**src/rtl/id_ex_pipe_stage.sv**
```systemverilog
// ID/EX pipeline register with a valid bit per slot, hold, flush, load-use bubble insertion
// and a saturating bubble counter.
`timescale 1ns/1ps
module id_ex_pipe_stage #(
    parameter int DATA_W    = 32,
    parameter int CTRL_W    = 18,
    parameter int REG_AW    = 5,
    parameter int MEMRD_BIT = 4,
    parameter int CNT_W     = 16
) (
    input  logic              Clk,
    input  logic              Reset,
    input  logic              ID_Valid,
    input  logic [CTRL_W-1:0] ID_Ctrl,
    input  logic [DATA_W-1:0] ID_PCAddResult,
    input  logic [DATA_W-1:0] ID_Read1,
    input  logic [DATA_W-1:0] ID_Read2,
    input  logic [DATA_W-1:0] ID_SignExtend,
    input  logic [REG_AW-1:0] ID_Rs,
    input  logic [REG_AW-1:0] ID_Rt,
    input  logic [REG_AW-1:0] ID_Rd,
    input  logic              ID_UsesRt,
    input  logic              Stall_In,
    input  logic              Flush,
    output logic              EX_Valid,
    output logic [CTRL_W-1:0] EX_Ctrl,
    output logic [DATA_W-1:0] EX_PCAddResult,
    output logic [DATA_W-1:0] EX_Read1,
    output logic [DATA_W-1:0] EX_Read2,
    output logic [DATA_W-1:0] EX_SignExtend,
    output logic [REG_AW-1:0] EX_Rs,
    output logic [REG_AW-1:0] EX_Rt,
    output logic [REG_AW-1:0] EX_Rd,
    output logic              LoadUse_Hazard,
    output logic [CNT_W-1:0]  Bubble_Count
);

    logic              ex_valid_q, ex_valid_d;
    logic [CTRL_W-1:0] ex_ctrl_q, ex_ctrl_d;
    logic [DATA_W-1:0] ex_pc_q, ex_pc_d;
    logic [DATA_W-1:0] ex_read1_q, ex_read1_d;
    logic [DATA_W-1:0] ex_read2_q, ex_read2_d;
    logic [DATA_W-1:0] ex_sext_q, ex_sext_d;
    logic [REG_AW-1:0] ex_rs_q, ex_rs_d;
    logic [REG_AW-1:0] ex_rt_q, ex_rt_d;
    logic [REG_AW-1:0] ex_rd_q, ex_rd_d;
    logic [CNT_W-1:0]  bubble_count_q, bubble_count_d;
    logic              hit_s;
    logic              bubble_s;

    // Load in EX whose destination (never r0) feeds a source of the decode instruction
    always_comb begin
        hit_s = ex_valid_q & ex_ctrl_q[MEMRD_BIT] & (ex_rt_q != {REG_AW{1'b0}}) &
                ((ex_rt_q == ID_Rs) | (ID_UsesRt & (ex_rt_q == ID_Rt)));
    end

    assign LoadUse_Hazard = hit_s & ID_Valid & ~Flush;
    assign bubble_s       = Flush | (hit_s & ID_Valid);

    // Next-state selection: hold beats flush beats load-use bubble beats normal load
    always_comb begin
        ex_valid_d     = ex_valid_q;
        ex_ctrl_d      = ex_ctrl_q;
        ex_pc_d        = ex_pc_q;
        ex_read1_d     = ex_read1_q;
        ex_read2_d     = ex_read2_q;
        ex_sext_d      = ex_sext_q;
        ex_rs_d        = ex_rs_q;
        ex_rt_d        = ex_rt_q;
        ex_rd_d        = ex_rd_q;
        bubble_count_d = bubble_count_q;
        if (Stall_In) begin
            ex_valid_d = ex_valid_q;
        end else begin
            // Data and specifiers load even for a bubble; only valid/ctrl are squashed
            ex_pc_d    = ID_PCAddResult;
            ex_read1_d = ID_Read1;
            ex_read2_d = ID_Read2;
            ex_sext_d  = ID_SignExtend;
            ex_rs_d    = ID_Rs;
            ex_rt_d    = ID_Rt;
            ex_rd_d    = ID_Rd;
            if (bubble_s) begin
                ex_valid_d = 1'b0;
                ex_ctrl_d  = {CTRL_W{1'b0}};
                if (bubble_count_q != {CNT_W{1'b1}}) begin
                    bubble_count_d = bubble_count_q + {{(CNT_W-1){1'b0}}, 1'b1};
                end else begin
                    bubble_count_d = bubble_count_q;
                end
            end else begin
                ex_valid_d = ID_Valid;
                ex_ctrl_d  = ID_Ctrl;
            end
        end
    end

    // Stage registers with asynchronous clear
    always_ff @(posedge Clk or posedge Reset) begin
        if (Reset) begin
            ex_valid_q     <= 1'b0;
            ex_ctrl_q      <= {CTRL_W{1'b0}};
            ex_pc_q        <= {DATA_W{1'b0}};
            ex_read1_q     <= {DATA_W{1'b0}};
            ex_read2_q     <= {DATA_W{1'b0}};
            ex_sext_q      <= {DATA_W{1'b0}};
            ex_rs_q        <= {REG_AW{1'b0}};
            ex_rt_q        <= {REG_AW{1'b0}};
            ex_rd_q        <= {REG_AW{1'b0}};
            bubble_count_q <= {CNT_W{1'b0}};
        end else begin
            ex_valid_q     <= ex_valid_d;
            ex_ctrl_q      <= ex_ctrl_d;
            ex_pc_q        <= ex_pc_d;
            ex_read1_q     <= ex_read1_d;
            ex_read2_q     <= ex_read2_d;
            ex_sext_q      <= ex_sext_d;
            ex_rs_q        <= ex_rs_d;
            ex_rt_q        <= ex_rt_d;
            ex_rd_q        <= ex_rd_d;
            bubble_count_q <= bubble_count_d;
        end
    end

    assign EX_Valid       = ex_valid_q;
    assign EX_Ctrl        = ex_ctrl_q;
    assign EX_PCAddResult = ex_pc_q;
    assign EX_Read1       = ex_read1_q;
    assign EX_Read2       = ex_read2_q;
    assign EX_SignExtend  = ex_sext_q;
    assign EX_Rs          = ex_rs_q;
    assign EX_Rt          = ex_rt_q;
    assign EX_Rd          = ex_rd_q;
    assign Bubble_Count   = bubble_count_q;

endmodule

```
**config.mk**
```make
export PLATFORM = sky130hd
export DESIGN_NAME = id_ex_pipe_stage
export DESIGN_NICKNAME = d
export VERILOG_FILES = /design/src/rtl/id_ex_pipe_stage.sv
export SDC_FILE = /design/constraint.sdc
export NUM_CORES = 1
export LEC_CHECK = 0
export BUFFER_PORTS_ARGS = -buffer_cell sky130_fd_sc_hd__buf_4
export CELL_PAD_IN_SITES_DETAIL_PLACEMENT = 0
export CELL_PAD_IN_SITES_GLOBAL_PLACEMENT = 1
export CORE_UTILIZATION = 32
export CTS_CLUSTER_DIAMETER = 150
export DETAILED_ROUTE_END_ITERATION = 10
export PLACE_DENSITY = 0.77
export SYNTH_ARGS = -nofsm -noshare
export SYNTH_HDL_FRONTEND = slang
export SYNTH_SLANG_ARGS = --single-unit
```
**constraint.sdc**
```tcl
create_clock -name Clk -period 5.4 [get_ports Clk]
set_clock_uncertainty 0.1 [all_clocks]
set_input_delay 0.54 -clock Clk [delete_from_list [all_inputs] [get_ports Clk]]
set_output_delay 0.54 -clock Clk [all_outputs]
set_load 0.05 [all_outputs]
```
# Word level (Yosys, flattened, before mapping)
# Cells that the tools add are included.
[totals] ff_bits=178 latchBits=0 ram_bits=0 romBits=0 inputBits=167 output_inout_bits=179 wordCells=28 n_memories=0
[op_classes] addsub=1 multipliers=0 div=0 order_cmp=0 eq_ne=3 shifts=0 mux=2 bitwise_logic=10 reduce_logical=2
[op_table] operator="two-way mux 18 bit" n=1
[op_table] operator="adder 16 x 1 -> 16 bit, second input constant" n=1
[op_table] operator="inequality test 16 bit, second input constant" n=1
[op_table] operator="== test 5 bit" n=2
[op_table] operator="AND 1 bit" n=6
[op_table] operator="nonzero test 5 bit" n=1
[op_table] operator="AND reduction 3 bit" n=1
[op_table] operator="NOT 1 bit" n=2
[op_table] operator="bitwise OR 1 bit" n=2
[op_table] operator="two-way mux 1 bit" n=1

# Longest topological paths before layout
[depth] depth_word=7 mapped_depth=8 mapped_depth_nobuf=7

# Least setup slack after synthesis
# No wires, ideal clock.
[synth_path] path_kind="reg-to-output" from="reg ex_rt_q[4], in the netlist EX_Rt[4]" to="out LoadUse_Hazard" arrival_time_ns=2.266 t_required_ns=4.760 slack_ns=2.494 path_stages_with_launch=6 n_path_buf=0 path_cell_list="dfrtp_1 > xor2_1 > nor4_2 > nand3_1 > a21oi_2 > nor2b_1"
[synth_via] elab_chain_len=6 elab_cells_between_ends=9 cone_classes="eq/ne: 2; bitwise: 6; reduce/logical: 1"
[synth_lines] item="from (decl)" line_no="45" text="logic [REG_AW-1:0] ex_rt_q, ex_rt_d;"
[synth_lines] item="from (signal assigned)" line_no="108" text="ex_rt_q <= {REG_AW{1'b0}};"
[synth_lines] item="from (signal assigned)" line_no="119" text="ex_rt_q <= ex_rt_d;"
[synth_lines] item="== test 5 bit" line_no="54" text="((ex_rt_q == ID_Rs) | (ID_UsesRt & (ex_rt_q == ID_Rt)));"
[synth_lines] item="AND 1 bit" line_no="54"
[synth_lines] item="bitwise OR 1 bit" line_no="54"
[synth_lines] item="AND 1 bit *" line_no="53" text="hit_s = ex_valid_q & ex_ctrl_q[MEMRD_BIT] & (ex_rt_q != {REG_AW{1'b0}}) &"
[synth_lines] item="AND 1 bit * (2 in series)" line_no="57" text="assign LoadUse_Hazard = hit_s & ID_Valid & ~Flush;"
[synth_lines] item="to (decl)" line_no="34" text="output logic LoadUse_Hazard,"
# Every way passes the cells marked *; elsewhere a longest branch is shown, timed or not.

# Worst setup path in the final report
[layout_path] from="reg ex_rt_q[1], in the netlist EX_Rt[1]" to="out LoadUse_Hazard"
# The elaborated chain is that of the path after synthesis.

==> metrics <==
First DRT Iteration DRCs 177; synthesized area 6965 um^2; first-pass GRT wire length 28460 um; top cells by area, synth dfrtp_1, mux2_2, a22o_1; Layout area overhead 49.20%; nets@finish 952; outcome complete, no violations; most frequent cells in the layout buf_4, dfrtp_1, mux2_2; commonest non-fill, non-tap cell in the layout buf_4; clk slew on worst S/H paths 0.08 ns; Layout Utilization 49.13%; chip height 149.5 um; Req. time, crit path 4.76 ns; Critical Path End Type primary output; gr ovfl total 0; setup bufs post-CTS 0; part of the Yosys area used for sequential elements 63.95%; CTS buffer count 17; Peak VDD IR 186.5 uV; sw power 1.382 mW; gpl congestion 0.7388; Post-DP HPWL 13220 um; CP arrival 2.27 ns; All-Layer GR Usage 16.78%; Syn Nets 608; Reg power frac 40.7%; RSZ-0062 raised after global routing no; Comb power frac 27.9%; largest net degree at the start of global routing 179; Sink Count 178; initial antenna violation count 0; cell count after synthesis 440; WL/cell 17.40 um; layout cells sized above 1 66.88%; worst-skew pair later-pin latency 0.42 ns; # diodes 0; vias in the first global route 4992; hold_buf cts 0; Least-Margin Pin Slew 0.9757 ns; type of origin of the critical path register; internal power 2.490 mW; fin area 10390 um^2; Sw Ratio 35.69%; Resize count post-CTS 0; row cnt 53; antenna viol nets, final 0; Pwr Total 3.872 mW; post-synthesis register bit count 178; Residual DRC 0; final worst path period share 53.92%; clock network power share 31.4%; Root Buffer clkbuf_16; top-area cell type share of the netlist area 63.95%; Hold Path Class primary input to register; Slew HR 34.96%; port buffer count 345; placed cell area 9822 um^2; Slew Limit Fails 0; CTS tree yes; final hold vios 0; critical path class register to primary output; static leakage 4.962 nW; die area 22360 um^2; Avg Cell Area, Syn 15.83 um^2; Die X 149.5 um; Max Cap Viol 0; vias per cell 4.567; Core Area 21150 um^2; io pins 346; CTS max path bufs 2; clock period minus final worst setup slack 2.912 ns; Vias 4896; crit path max fanout 6; H-tree Lvls 4; total wire length 18660 um; YS warnings 0; TNS Setup 0 ns; FMAX 0.3434 GHz; Unique masters post-synth 34; Power per Cell Area 372.6 nW/um^2; starting density of the core 32.93%; Initial DRT Pass Iterations 4; Synth area leader dfrtp_1; number of setup violations in the final report 0
## layout make-up
cell class	instances	area [um^2]
Clock inverter	12	113.9
Timing Repair Buffer	347	2621
Inverter	3	15.01
Tap cell	275	344.1
Sequential cell	178	4454
Clock buffer	20	456.7
Fill cell	1928	10760
Multi-Input combinational cell	237	2387
## registers in the layout, indices dropped and copies added, names as in the netlist
register        flops
Bubble_Count       16
EX_Ctrl            18
EX_PCAddResult     32
EX_Rd               5
EX_Read1           32
EX_Read2           32
EX_Rs               5
EX_Rt               5
EX_SignExtend      32
EX_Valid            1
## stage by stage
step / instances / worst slack [ns] / hold WS (ns)
4_1_cts: 1072 / 2.447 / 0.1979
3_3_place_gp: 1040 / 2.452 / 0.3812
6_report: 1072 / 2.488 / 0.2204
5_1_grt: 1072 / 2.325 / 0.1953
2_1_floorplan: 440 / 2.479 / 0.5686
3_5_place_dp: 1040 / 2.491 / 0.3906
## per-layer routing
layer  vias up  routed length [um]  global-route usage, %
met5         -                   0                      0
met4         0                 299                  5.714
met3        16                1329                  6.037
met2       163                9647                  27.36
met1      2453                7381                  20.41
li1       2264                   -                      -
## worst paths after layout
path / start / end / slack, ns / depth (start not counted)
setup / recovery: EX_Rt[1] / LoadUse_Hazard / 2.49 / 6
min in group asynchronous: Reset / EX_Ctrl[0] / 0.31 / 3
max in group asynchronous: Reset / EX_SignExtend[19] / 4.21 / 3
setup reg to reg: EX_Rt[1] / EX_Ctrl[3] / 2.95 / 5
hold reg to reg: Bubble_Count[5] / Bubble_Count[5] / 0.40 / 1
hold / removal: ID_Ctrl[1] / EX_Ctrl[1] / 0.22 / 2
## critical path: stages (launching register included)
cell,delay (ns)
dfrtp_1,0.48
xor2_1,0.20
nor4_2,0.26
nand3_1,0.15
a21oi_2,0.35
nor2b_1,0.20
buf_4,0.21
## power groups by stage
stage               clock network, mW  logic (mW)  registers, mW
finish                           1.22        1.08           1.57
global placement                    0        1.09           1.59
floorplan                           0       0.212           2.08
CTS                              1.26        1.09           1.58
detailed placement                  0        1.09           1.60
global route                     1.31        1.13           1.59
## cells by family (layout without fill, tap and decap cells)
logic type,after synthesis,count (layout),share of synthesized area (%)
fa+ha+maj,1,1,0.1796
compound gates,27,27,3.341
flops,178,178,63.95
simple gates,40,40,4.329
xor+xnor,25,25,3.144
mux,144,144,23.28
buf+inv,25,382,1.778
## cell usage after synthesis
cell type  count
nor3_2         1
nor3_4         1
dfrtp_1      178
buf_1          1
nor3_1         5
and3b_1        1
and4_1         3
clkbuf_1      12
inv_1          3
nand3_1        5
buf_2          6
nand2_1        3
o2111ai_1      1
o211ai_1       2
and2_1         2
buf_6          3
and4b_1        1
xnor2_1        7
xor2_1        18
o21ai_0        2
o2111ai_2      1
or4_4          1
a22o_1        20
nand2b_1       1
or2_1          1
nor4_2         5
nor2b_1        1
a21oi_2        1
ha_1           1
mux2_2       143
nor2_1         3
nand4_1        5
mux2_1         1
nor4_4         1
Note: power is estimated with default switching activity, not from simulation.
